==> config.mk <==
export PLATFORM = sky130hd
export DESIGN_NAME = vta_axi_mem_dpi_bridge
export DESIGN_NICKNAME = d
export VERILOG_FILES = /design/src/rtl/vta_axi_mem_dpi_bridge.sv
export SDC_FILE = /design/constraint.sdc
export NUM_CORES = 1
export LEC_CHECK = 0
export BUFFER_PORTS_ARGS = -buffer_cell sky130_fd_sc_hd__buf_2
export CAP_MARGIN = 20
export CORE_AREA = 2 2 192 194
export DETAILED_ROUTE_END_ITERATION = 12
export DIE_AREA = 0 0 194 196
export GPL_TIMING_DRIVEN = 0
export SYNTH_ARGS = -nofsm -noshare
export SYNTH_HDL_FRONTEND = slang
export SYNTH_SLANG_ARGS = --single-unit
==> constraint.sdc <==
create_clock -name clock -period 4 [get_ports clock]
set_clock_uncertainty 0.05 [all_clocks]
set_input_delay 0 -clock clock [delete_from_list [all_inputs] [get_ports clock]]
set_output_delay 0 -clock clock [all_outputs]
set_load 0.005 [all_outputs]
==> src/rtl/vta_axi_mem_dpi_bridge.sv <==
// AXI4-style burst front end for the VTAMemDPI simulation memory.
// Serves one read or write burst at a time and turns it into DPI request/beat signals.
module vta_axi_mem_dpi_bridge #(
    parameter int LEN_BITS  = 8,
    parameter int ADDR_BITS = 64,
    parameter int DATA_BITS = 64
) (
    input  logic                 clock,
    input  logic                 reset,

    input  logic                 ar_valid,
    output logic                 ar_ready,
    input  logic [ADDR_BITS-1:0] ar_addr,
    input  logic [LEN_BITS-1:0]  ar_len,

    output logic                 r_valid,
    input  logic                 r_ready,
    output logic [DATA_BITS-1:0] r_data,
    output logic                 r_last,

    input  logic                 aw_valid,
    output logic                 aw_ready,
    input  logic [ADDR_BITS-1:0] aw_addr,
    input  logic [LEN_BITS-1:0]  aw_len,

    input  logic                 w_valid,
    output logic                 w_ready,
    input  logic [DATA_BITS-1:0] w_data,
    input  logic                 w_last,

    output logic                 b_valid,
    input  logic                 b_ready,
    output logic [1:0]           b_resp,

    output logic                 dpi_req_valid,
    output logic                 dpi_req_opcode,
    output logic [LEN_BITS-1:0]  dpi_req_len,
    output logic [ADDR_BITS-1:0] dpi_req_addr,

    output logic                 dpi_wr_valid,
    output logic [DATA_BITS-1:0] dpi_wr_bits,

    input  logic                 dpi_rd_valid,
    input  logic [DATA_BITS-1:0] dpi_rd_bits,
    output logic                 dpi_rd_ready
);

    localparam logic [2:0] IDLE    = 3'd0;
    localparam logic [2:0] RD_CMD  = 3'd1;
    localparam logic [2:0] RD_DATA = 3'd2;
    localparam logic [2:0] WR_CMD  = 3'd3;
    localparam logic [2:0] WR_DATA = 3'd4;
    localparam logic [2:0] WR_ACK  = 3'd5;

    localparam logic [1:0] RESP_OKAY   = 2'd0;
    localparam logic [1:0] RESP_SLVERR = 2'd2;

    logic [2:0]           state;
    logic [2:0]           state_next;
    logic [LEN_BITS-1:0]  count;
    logic [LEN_BITS-1:0]  len_q;
    logic [ADDR_BITS-1:0] addr_q;
    logic                 err;

    logic count_last;
    logic r_fire;
    logic w_fire;
    logic b_fire;

    // Count is compared before it increments, so len=max never needs a wider counter.
    assign count_last = (count == len_q);
    assign r_fire     = (state == RD_DATA) && dpi_rd_valid && r_ready;
    assign w_fire     = (state == WR_DATA) && w_valid;
    assign b_fire     = (state == WR_ACK) && b_ready;

    always_comb begin
        state_next = state;
        unique case (state)
            IDLE: begin
                if (ar_valid)
                    state_next = RD_CMD;
                else if (aw_valid)
                    state_next = WR_CMD;
            end
            RD_CMD:  state_next = RD_DATA;
            RD_DATA: begin
                if (r_fire && count_last)
                    state_next = IDLE;
            end
            WR_CMD:  state_next = WR_DATA;
            WR_DATA: begin
                if (w_fire && count_last)
                    state_next = WR_ACK;
            end
            WR_ACK: begin
                if (b_ready)
                    state_next = IDLE;
            end
            default: state_next = IDLE;
        endcase
    end

    always_ff @(posedge clock) begin
        if (reset) begin
            state  <= IDLE;
            count  <= '0;
            len_q  <= '0;
            addr_q <= '0;
            err    <= 1'b0;
        end else begin
            state <= state_next;

            if (state == IDLE) begin
                if (ar_valid) begin
                    addr_q <= ar_addr;
                    len_q  <= ar_len;
                end else if (aw_valid) begin
                    addr_q <= aw_addr;
                    len_q  <= aw_len;
                end
            end

            if (state == RD_CMD || state == WR_CMD)
                count <= '0;
            else if (r_fire || w_fire)
                count <= count + LEN_BITS'(1);

            // w_last is only checked against the length; it never ends a burst.
            if (w_fire && (w_last != count_last))
                err <= 1'b1;
            else if (b_fire)
                err <= 1'b0;
        end
    end

    always_comb begin
        ar_ready       = 1'b0;
        aw_ready       = 1'b0;
        r_valid        = 1'b0;
        r_data         = '0;
        r_last         = 1'b0;
        w_ready        = 1'b0;
        b_valid        = 1'b0;
        b_resp         = RESP_OKAY;
        dpi_req_valid  = 1'b0;
        dpi_req_opcode = 1'b0;
        dpi_wr_valid   = 1'b0;
        dpi_wr_bits    = '0;
        dpi_rd_ready   = 1'b0;

        unique case (state)
            IDLE: begin
                // Handshake readies stay low while reset is held.
                ar_ready = !reset;
                aw_ready = !reset && !ar_valid;
            end
            RD_CMD: begin
                dpi_req_valid  = 1'b1;
                dpi_req_opcode = 1'b0;
            end
            RD_DATA: begin
                r_valid      = dpi_rd_valid;
                r_data       = dpi_rd_bits;
                r_last       = count_last;
                dpi_rd_ready = r_ready;
            end
            WR_CMD: begin
                dpi_req_valid  = 1'b1;
                dpi_req_opcode = 1'b1;
            end
            WR_DATA: begin
                w_ready      = 1'b1;
                dpi_wr_valid = w_valid;
                dpi_wr_bits  = w_data;
            end
            WR_ACK: begin
                b_valid = 1'b1;
                b_resp  = err ? RESP_SLVERR : RESP_OKAY;
            end
            default: begin
                ar_ready = 1'b0;
            end
        endcase
    end

    assign dpi_req_len  = len_q;
    assign dpi_req_addr = addr_q;

endmodule

==> results.toml <==
[clocking]
postCtsSetupRepairBufs = 0
clkSlewWorstSetupHoldPaths_ps = 70
cts_sinks = 84
tritoncts = "yes"
numCtsBuffers = 9
cts_max_level = 3
worstSkewPairLatency_ps = 360
cts_root_buffer = "clkbuf_16"
cts_buffer_depth = 2

[setup_path]
cp_max_fo = 10
path_class = "reg -> out"
cp-start-kind = "flip-flop"
slowest_delay_ps = 410
required_ps = 3950
cp_slowest_cell = "clkbuf_1"
end_kind = "output port"
regToRegSetupSlack_ps = 1890
crit_family = "buffers and inverters"
crit_chain = "buf_6 > nor2_1 > clkbuf_1 > clkbuf_1 > and3_1 > buf_2"
worstPathArrival_ps = 2250
crit_top_cell = "clkbuf_1"
path_buf_inv = 4

[yosys]
yosysTopAreaCell = "dfxtp_1"
synth_top_area_share_pct = 31.4
synth_area_um2 = 5350
ys_ff_latch = 84
ys_async_sr_fraction_pct = 0
synth_fp_nets = 853
syn_avg_cell_area_um2 = 9.37
ys_seq_area_share_pct = 31.4
synthCells = 571
synth_edf_count = 0
yosysWarnings = 0
ys.flop_type = "dfxtp_1"
synth_area_leaders = "dfxtp_1 31%, a211oi_2 17%, mux2i_1 14%"
synth.distinct_cells = 39

[final_layout]
drive_above_1_share_pct = 50.5
fillers = 3821
final_common_cell = "buf_2"
layout_common_cells = "494 x buf_2, 128 x dlygate4sd3_1, 86 x nor2_1"
multi_input_area_um2 = 3290
seq_area_um2 = 1680
syn_to_final_growth_pct = 87.8
nets = 1484
layoutNonFillerInstCount = 1679

[floorplan]
die_w_um = 194
core-area_um2 = 36100
die_area_um2 = 38000
rows = 70
die_y_um = 196
start_util_pct = 14.8
num_io_pins = 493

[power_and_ir_drop]
pwr_density_cell_nw_per_um2 = 342
power_switching_mw = 1.18
fin_total_pwr_mw = 3.43
leakage_nw = 5.27
seq_power_share_pct = 30.6
p_int_mw = 2.25
clockPowerShare_pct = 30.0
comb_power_share_pct = 39.5
netSwitchingFraction_pct = 34.4
peakVddDrop_mv = 0.398

[placed_design]
dp_hpwl_um = 22500
dp.cells = 1530
place_congestion = 0.847
io_buffers = 490

[route]
detail_route.iter0.violations = 205
route.detailed.drc = 0
via_per_inst = 4.10
dr.pass1.iters = 4
detail-route-antenna-nets = 0
wirelength_um = 28900
num_vias = 6888
wl_per_cell_um = 17.2

[sta]
setup-tns-final_ps = 0
post-route-period-util_pct = 57.4
max_slew_margin_pct = 33.0
finalSetupViolCount = 0
rsz0062_at_grt = "false"
fmax_mhz = 435
hold_ws_ps = 15.6
hold_viol_final = 0
tightest_slew_ps = 1010
finalMaxSlewViolations = 0
min_period_ps = 2300

[outcome]
status = "finished, final reports clean"

[global_route]
met2_usage_pct = 26.1
grt_first_pass_wirelength_um = 41300
grt_pass1_vias = 6946
grt_use_met1_pct = 16.4
grt_max_degree = 15
gr-total-overflow = 0
grt-busiest-layer = "met2"
gr-usage-met3_pct = 3.64
grt_usage_pct = 14.5
antenna_found_initial = 4

[job]
cap_violations = 0

[hold_path]
holdCritPathClass = "in -> reg"
==> cells by family after synthesis <==
family          share of synthesized area [%]
mux                                      13.7
fa+ha+maj                               0.234
compound gates                           19.7
buf+inv                                  7.04
xor+xnor                                 2.46
simple gates                             25.4
flops                                    31.4
other cells                            0.0701
==> power by group through the flow <==
stage / Sequential, mW / Combinational [mW] / Clock [mW]
global route: 1.06 / 1.47 / 1.09
finish: 1.05 / 1.35 / 1.03
global placement: 1.06 / 1.21 / 0
CTS: 1.05 / 1.36 / 1.06
detailed placement: 1.06 / 1.24 / 0
floorplan: 1.06 / 0.663 / 0
==> worst reg2reg max path, delay by kind of cell (launching register included) <==
| family | cells | cell delay, ps |
|---|---|---|
| compound gates | 2 | 360 |
| buf+inv | 3 | 1220 |
| flops | 1 | 320 |
| simple gates | 1 | 110 |
==> flip-flops by register name (all words and copies together) (netlist names) <==
| signal | cells |
|---|---|
| dpi_req_addr | 64 |
| count | 8 |
| dpi_req_len | 8 |
| state | 3 |
| err | 1 |
==> final timing paths <==
kind                     from  depth (start not counted)          endpoint
min reg2reg  dpi_req_addr[38]                          2  dpi_req_addr[38]
max                  state[2]                          6        r_data[49]
max reg2reg          state[0]                          6          state[1]
min                aw_addr[9]                          3   dpi_req_addr[9]
==> synthesized netlist by cell type (2+ instances only) <==
cell type / instances
a2111oi_2: 2
nand2_1: 5
nand4_1: 3
a2111oi_1: 4
nor4_4: 2
nand3_1: 2
mux2i_1: 73
and2_1: 67
buf_1: 7
buf_2: 3
inv_1: 4
xnor2_1: 7
a211oi_1: 3
and3_1: 66
clkbuf_1: 32
buf_6: 16
dfxtp_1: 84
nor2_1: 86
a211oi_2: 72
buf_4: 2
nor3b_1: 2
xor2_1: 8
a21oi_1: 5
==> per-stage QoR <==
step	setup slack [ps]	util, %	area [µm²]
global placement	1340	23.2	8390
floorplan	2370	-	5350
CTS	1660	27.8	10000
detailed placement	1710	23.3	8390
finish	1700	27.8	10000
global route	1530	27.8	10000
==> timing repair <==
item / 4_1_cts / 5_1_grt
endpoints found under the hold margin: 68 / 0
hold buffers: 128 / 0
gates resized for setup: 0 / 0
==> routing by layer <==
metal | wire (µm) | share of wire, % | up-vias
met2 | 14800 | 51 | 338
met1 | 11300 | 39 | 3224
met5 | 0 | 0 | -
met3 | 2030 | 7.0 | 39
li1 | - | - | 3287
met4 | 759 | 2.6 | 0
==> layout make-up <==
type / instances / share of cell area, %
Sequential cell: 84 / 16.7
Multi-Input combinational cell: 422 / 32.8
Tap cell: 468 / 5.83
Clock inverter: 5 / 1.07
Clock buffer: 11 / 2.42
Antenna cell: 4 / 0.0997
Buffer: 61 / 3.60
Timing Repair Buffer: 620 / 37.3
Inverter: 4 / 0.149
(Power assumes the default switching activity.)
